### src/rtl/fcl_layer_sched.sv
`default_nettype none
// ============================================================================
// Module   : fcl_layer_sched
// Purpose  : Group-wise sequencer for a fully-connected layer over NUM_PE PEs;
//            optional ReLU on the output stream when FCL_SCHED_RELU_EN is defined.
// Revision : 1.0
// ============================================================================
module fcl_layer_sched #(
    parameter  int IN_LEN    = 16,
    parameter  int OUT_LEN   = 8,
    parameter  int NUM_PE    = 4,
    parameter  int ACC_WIDTH = 15,
    localparam int NUM_GRP   = (OUT_LEN + NUM_PE - 1) / NUM_PE,
    localparam int GRP_W     = (NUM_GRP > 1) ? $clog2(NUM_GRP) : 1,
    localparam int IDX_W     = (OUT_LEN > 1) ? $clog2(OUT_LEN) : 1
) (
    input  logic                        clk,
    input  logic                        reset,
    input  logic                        layer_start,
    output logic                        pe_start,
    output logic [GRP_W-1:0]            pe_group,
    input  logic [NUM_PE-1:0]           pe_done_vec,
    input  logic [ACC_WIDTH*NUM_PE-1:0] pe_result_flat,
    output logic                        out_valid,
    input  logic                        out_ready,
    output logic [ACC_WIDTH-1:0]        out_data,
    output logic [IDX_W-1:0]            out_idx,
    output logic                        busy,
    output logic                        layer_done
);

    localparam int LANE_W = (NUM_PE > 1) ? $clog2(NUM_PE) : 1;

    if (IN_LEN < 1 || OUT_LEN < 1 || NUM_PE < 1 || OUT_LEN > 65536) begin : g_param_check
        $error("fcl_layer_sched: invalid parameter set");
    end

    typedef enum logic [2:0] {
        S_IDLE  = 3'd0,
        S_ISSUE = 3'd1,
        S_WAIT  = 3'd2,
        S_DRAIN = 3'd3,
        S_DONE  = 3'd4
    } state_t;

    state_t                 r_state;
    state_t                 w_state_nxt;
    logic [GRP_W-1:0]       r_group;
    logic [GRP_W-1:0]       w_group_nxt;
    logic [LANE_W-1:0]      r_k;
    logic [LANE_W-1:0]      w_k_nxt;
    logic                   w_capture;
    logic [ACC_WIDTH-1:0]   r_buf [NUM_PE];

    logic                   r_pe_start;
    logic                   r_busy;
    logic                   r_out_valid;
    logic                   r_layer_done;
    logic [ACC_WIDTH-1:0]   r_out_data;
    logic [IDX_W-1:0]       r_out_idx;

    logic [31:0]            w_base;
    logic [NUM_PE-1:0]      w_mask;
    logic                   w_last_lane;
    logic                   w_last_grp;
    logic [ACC_WIDTH-1:0]   w_sel;
    logic [ACC_WIDTH-1:0]   w_out_val;
    logic [IDX_W-1:0]       w_idx_nxt;

    // Row arithmetic is done in 32 bits so OUT_LEN up to 2^16 cannot wrap.
    assign w_base     = 32'(r_group) * 32'(NUM_PE);
    assign w_last_grp = (r_group == GRP_W'(NUM_GRP - 1));
    assign w_last_lane = (32'(r_k) == 32'(NUM_PE - 1)) ||
                         ((w_base + 32'(r_k) + 32'd1) >= 32'(OUT_LEN));

    always_comb begin
        w_mask = '0;
        for (int p = 0; p < NUM_PE; p++) begin
            w_mask[p] = (w_base + 32'(p)) < 32'(OUT_LEN);
        end
    end

    always_comb begin
        w_state_nxt = r_state;
        w_group_nxt = r_group;
        w_k_nxt     = r_k;
        w_capture   = 1'b0;
        case (r_state)
            S_IDLE: begin
                if (layer_start) begin
                    w_state_nxt = S_ISSUE;
                    w_group_nxt = '0;
                    w_k_nxt     = '0;
                end
            end
            S_ISSUE: begin
                w_state_nxt = S_WAIT;
            end
            S_WAIT: begin
                // Inactive lanes are masked out so a short last group never stalls.
                if ((pe_done_vec & w_mask) == w_mask) begin
                    w_capture   = 1'b1;
                    w_k_nxt     = '0;
                    w_state_nxt = S_DRAIN;
                end
            end
            S_DRAIN: begin
                if (r_out_valid && out_ready) begin
                    if (w_last_lane) begin
                        w_k_nxt = '0;
                        if (w_last_grp) begin
                            w_state_nxt = S_DONE;
                        end else begin
                            w_group_nxt = r_group + GRP_W'(1);
                            w_state_nxt = S_ISSUE;
                        end
                    end else begin
                        w_k_nxt = r_k + LANE_W'(1);
                    end
                end
            end
            S_DONE: begin
                w_state_nxt = S_IDLE;
                w_group_nxt = '0;
            end
            default: begin
                w_state_nxt = S_IDLE;
                w_group_nxt = '0;
                w_k_nxt     = '0;
            end
        endcase
    end

    // On the capture edge the buffer is not yet loaded, so lane 0 is taken from the PE bus.
    assign w_sel     = w_capture ? pe_result_flat[0 +: ACC_WIDTH] : r_buf[w_k_nxt];
    assign w_idx_nxt = IDX_W'(32'(w_group_nxt) * 32'(NUM_PE) + 32'(w_k_nxt));

`ifdef FCL_SCHED_RELU_EN
    assign w_out_val = w_sel[ACC_WIDTH-1] ? '0 : w_sel;
`else
    assign w_out_val = w_sel;
`endif

    always_ff @(posedge clk or negedge reset) begin
        if (!reset) begin
            r_state      <= S_IDLE;
            r_group      <= '0;
            r_k          <= '0;
            r_pe_start   <= 1'b0;
            r_busy       <= 1'b0;
            r_out_valid  <= 1'b0;
            r_layer_done <= 1'b0;
            r_out_data   <= '0;
            r_out_idx    <= '0;
        end else begin
            r_state      <= w_state_nxt;
            r_group      <= w_group_nxt;
            r_k          <= w_k_nxt;
            r_pe_start   <= (w_state_nxt == S_ISSUE);
            r_busy       <= (w_state_nxt != S_IDLE);
            r_out_valid  <= (w_state_nxt == S_DRAIN);
            r_layer_done <= (w_state_nxt == S_DONE);
            if (w_state_nxt == S_DRAIN) begin
                r_out_data <= w_out_val;
                r_out_idx  <= w_idx_nxt;
            end
        end
    end

    always_ff @(posedge clk or negedge reset) begin
        if (!reset) begin
            for (int p = 0; p < NUM_PE; p++) begin
                r_buf[p] <= '0;
            end
        end else if (w_capture) begin
            for (int p = 0; p < NUM_PE; p++) begin
                r_buf[p] <= pe_result_flat[p*ACC_WIDTH +: ACC_WIDTH];
            end
        end
    end

    assign pe_start   = r_pe_start;
    assign pe_group   = r_group;
    assign busy       = r_busy;
    assign out_valid  = r_out_valid;
    assign out_data   = r_out_data;
    assign out_idx    = r_out_idx;
    assign layer_done = r_layer_done;

endmodule
`default_nettype wire

### config.mk
export PLATFORM = sky130hd
export DESIGN_NAME = fcl_layer_sched
export DESIGN_NICKNAME = d
export VERILOG_FILES = /design/src/rtl/fcl_layer_sched.sv
export SDC_FILE = /design/constraint.sdc
export NUM_CORES = 1
export LEC_CHECK = 0
export CORE_MARGIN = 10
export CORE_UTILIZATION = 55
export CTS_CLUSTER_SIZE = 8
export DETAILED_ROUTE_END_ITERATION = 16
export HOLD_SLACK_MARGIN = 0.12
export MAX_ROUTING_LAYER = met4
export PLACE_DENSITY = 0.91
export RECOVER_POWER = 100
export SETUP_SLACK_MARGIN = 0.3
export SLEW_MARGIN = 15
export SYNTH_ARGS = -nofsm -noshare
export SYNTH_HDL_FRONTEND = slang
export SYNTH_SLANG_ARGS = --single-unit
### constraint.sdc
create_clock -name clk -period 4 [get_ports clk]
set_input_delay 1.2 -clock clk [delete_from_list [all_inputs] [get_ports clk]]
set_output_delay 1.2 -clock clk [all_outputs]
set_load 0.01 [all_outputs]
==> flow_summary.yaml <==
worst_hold_path:
  hp-class: "reg -> reg"
finish:
  antenna_cells: 0
  nFillCells: 516
  fin_cells: 527
  final_cell_mix: "dfrtp_1, mux2_2, clkdlybuf4s50_1"
  layout-drive-gt1-share_pct: 24.47
  fin_nets: 489
  final_common_cell: "dfrtp_1"
  areaGrowthSynthToFinish_pct: 27.63
grt:
  first_global_vias: 3324
  grt_pass1_wl_mm: 17.22
  antenna_found_initial: 0
  grt_max_degree: 89
  overflow: 0
  grt_usage_pct: 19.05
logic_synthesis:
  seq_area_frac_synth_pct: 51.78
  syn_nets: 401
  ys_top_cells_by_area: "dfrtp_1, mux2_2, a222oi_1, mux2_4, mux2i_1"
  synth_area_per_cell_um2: 12.81
  ys_types: 41
  yosys_warnings: 0
  syn_area_um2: 4253
  synth_ff_type: "dfrtp_1"
  synth_edf_count: 0
  synthDominantCellAreaShare_pct: 51.78
  synthCells: 332
  synthArstFlopShare_pct: 100.0
  synth_top_area_cell: "dfrtp_1"
  ys_seq_elements: 88
place:
  place_inst: 511
  portBuffers: 90
  gp_congestion: 0.9383
  place_hpwl_mm: 7.536
floorplanning:
  fp-row-count: 32
  initial_core_util_pct: 55.90
  die_h_um: 107.9
  die_w_um: 107.9
  die_area_um2: 11650
  fp.coreArea_um2: 7607
  pin_count: 91
clocking:
  ctsResizeCount: 0
  clk_pin_slew_worst_paths_ps: 90
  cts_tree: "yes"
  cts-hold-fix-buffers: 0
  clk_latency_ps: 360
  cts_buffers: 9
  clock_sinks: 88
  cts_max_level: 3
  clockBufferDepth: 2
  cts_root_buf: "clkbuf_8"
  post_cts_buffers: 0
setup_path:
  path_delay_family: "compound AO/OA/AOI/OAI gates"
  path_buf_inv: 1
  start_kind: "input pin"
  cp_slowest_stage_delay_ps: 570
  end_kind: "register"
  crit_type: "in -> reg"
  arrival_ps: 3770
  worstPathCellList: "dlygate4sd3_1, and4_1, o32ai_1, or2_1, a221o_1, o22ai_1, o22a_1"
  worstPathRequired_ps: 4250
  cpMaxStageDelayCell: "o32ai_1"
  crit_fanout: 15
drt:
  drc: 0
  met3WireLength_um: 689
  viasPerCell: 6.106
  drtIter0Drc: 267
  drt-pass1-iter-count: 7
  drtAntennaViolNets: 0
  routed_wl_mm: 10.81
  highest_layer: "met4"
  wl_per_cell_um: 20.51
  dr_wl_met2_mm: 5.436
  num_vias: 3218
  wl_met1_mm: 4.420
power:
  power_leakage_nw: 2.442
  vdd_drop_max_mv: 0.3716
  powerDensity_nw_per_um2: 763.0
job:
  max-cap-violations: 1
timing:
  hold_slack_ps: 509.2
  clock_skew_ps: 8.560
  final.min_clock_period_ps: 3517
  setup_viol: 0
  slew_headroom_pct: -41.86
  slew_viol_final: 89
  setup_tns_ps: 0
  hold_viol: 0
  fmax_mhz: 284.3
  timing.final.crit_share_pct: 87.92
  worst_slew_pin_slew_ps: 2128
  rsz0062_at_grt: "false"
outcome:
  status: "finished with violations"
  failed_checks: "capacitance limit, slew limit"
synth_stat cells (2+ instances only):
library cell and number:
buf_6 2, a222oi_1 15, mux2i_1 15, a21oi_1 5
nor3_1 5, or3_1 2, nand2_1 4, mux2_4 10
dfrtp_1 88, mux2_2 66, nor2_1 23, clkbuf_1 11
and2b_1 2, o22ai_1 15, nand2b_1 2, buf_2 6
a31oi_1 2, inv_1 6, o21ai_0 16, o22a_1 16
stage by stage:
| stage | area (um^2) | utilization, % | power (W) | setup WS [ps] |
|---|---|---|---|---|
| floorplan | 4253 | - | 0.002844 | 1218 |
| CTS | 5455 | 71.71 | 0.004179 | 869.9 |
| global placement | 5225 | 68.68 | 0.003363 | 599.5 |
| global route | 5428 | 71.35 | 0.004365 | 404.8 |
| detailed placement | 5225 | 68.68 | 0.003463 | 509.7 |
| finish | 5428 | 71.35 | 0.004141 | 483.1 |
metal layers:
layer  GRT usage [%]  up-vias
met5               -        -
met4           9.065        0
met3           3.093       24
met2           30.31      165
met1           23.24     1589
li1                -     1440
cell type report:
cell class	instances	area (um^2)	area share [%]
clock buffers	10	137.6	2.536
clock inverters	6	92.59	1.706
inverters	6	22.52	0.4149
multi-input cells	217	1899	34.99
flip-flops and latches	88	2202	40.57
well taps	102	127.6	2.351
repair buffers	98	945.9	17.43
worst paths after layout:
kind                           startpoint     endpoint  cells after the start  slack, ps
setup / recovery           pe_done_vec[3]  out_data[2]                      7        480
max in group asynchronous           reset    r_buf[20]                      1       1300
min in group asynchronous           reset    r_buf[39]                      1       1420
hold / removal                 out_idx[2]   out_idx[2]                      1        510
hold reg to reg                out_idx[2]   out_idx[2]                      1        510
setup reg to reg               r_state[2]  out_data[2]                      6       1290
flip-flops by register name, summed over array words and instances (netlist names):
| name | flops |
|---|---|
| pe_start | 1 |
| out_idx | 3 |
| r_buf | 60 |
| out_valid | 1 |
| r_state | 3 |
| busy | 1 |
| layer_done | 1 |
| pe_group | 1 |
| out_data | 15 |
| r_k | 2 |
worst register-to-register path: cells and delay by family, from the launching register on:
family,cells,cell delay (ps)
flops,1,490
compound gates,4,1620
simple gates,2,510
power breakdown:
group          total [W]  internal, W  switching (W)
Combinational    0.00186     0.000996       0.000863
Clock           0.000697     0.000371       0.000326
Sequential       0.00159      0.00129       0.000300
cell families after synthesis:
family                     count (synthesis)  synth area share, %
AOI/OAI and AO/OA                         79                14.27
and+or+nand+nor                           46                5.737
DFF                                       88                51.78
adders and majority gates                  1               0.2942
muxes                                     91                24.54
buffers and inverters                     27                3.383
Power figures use the tool's default switching activity.
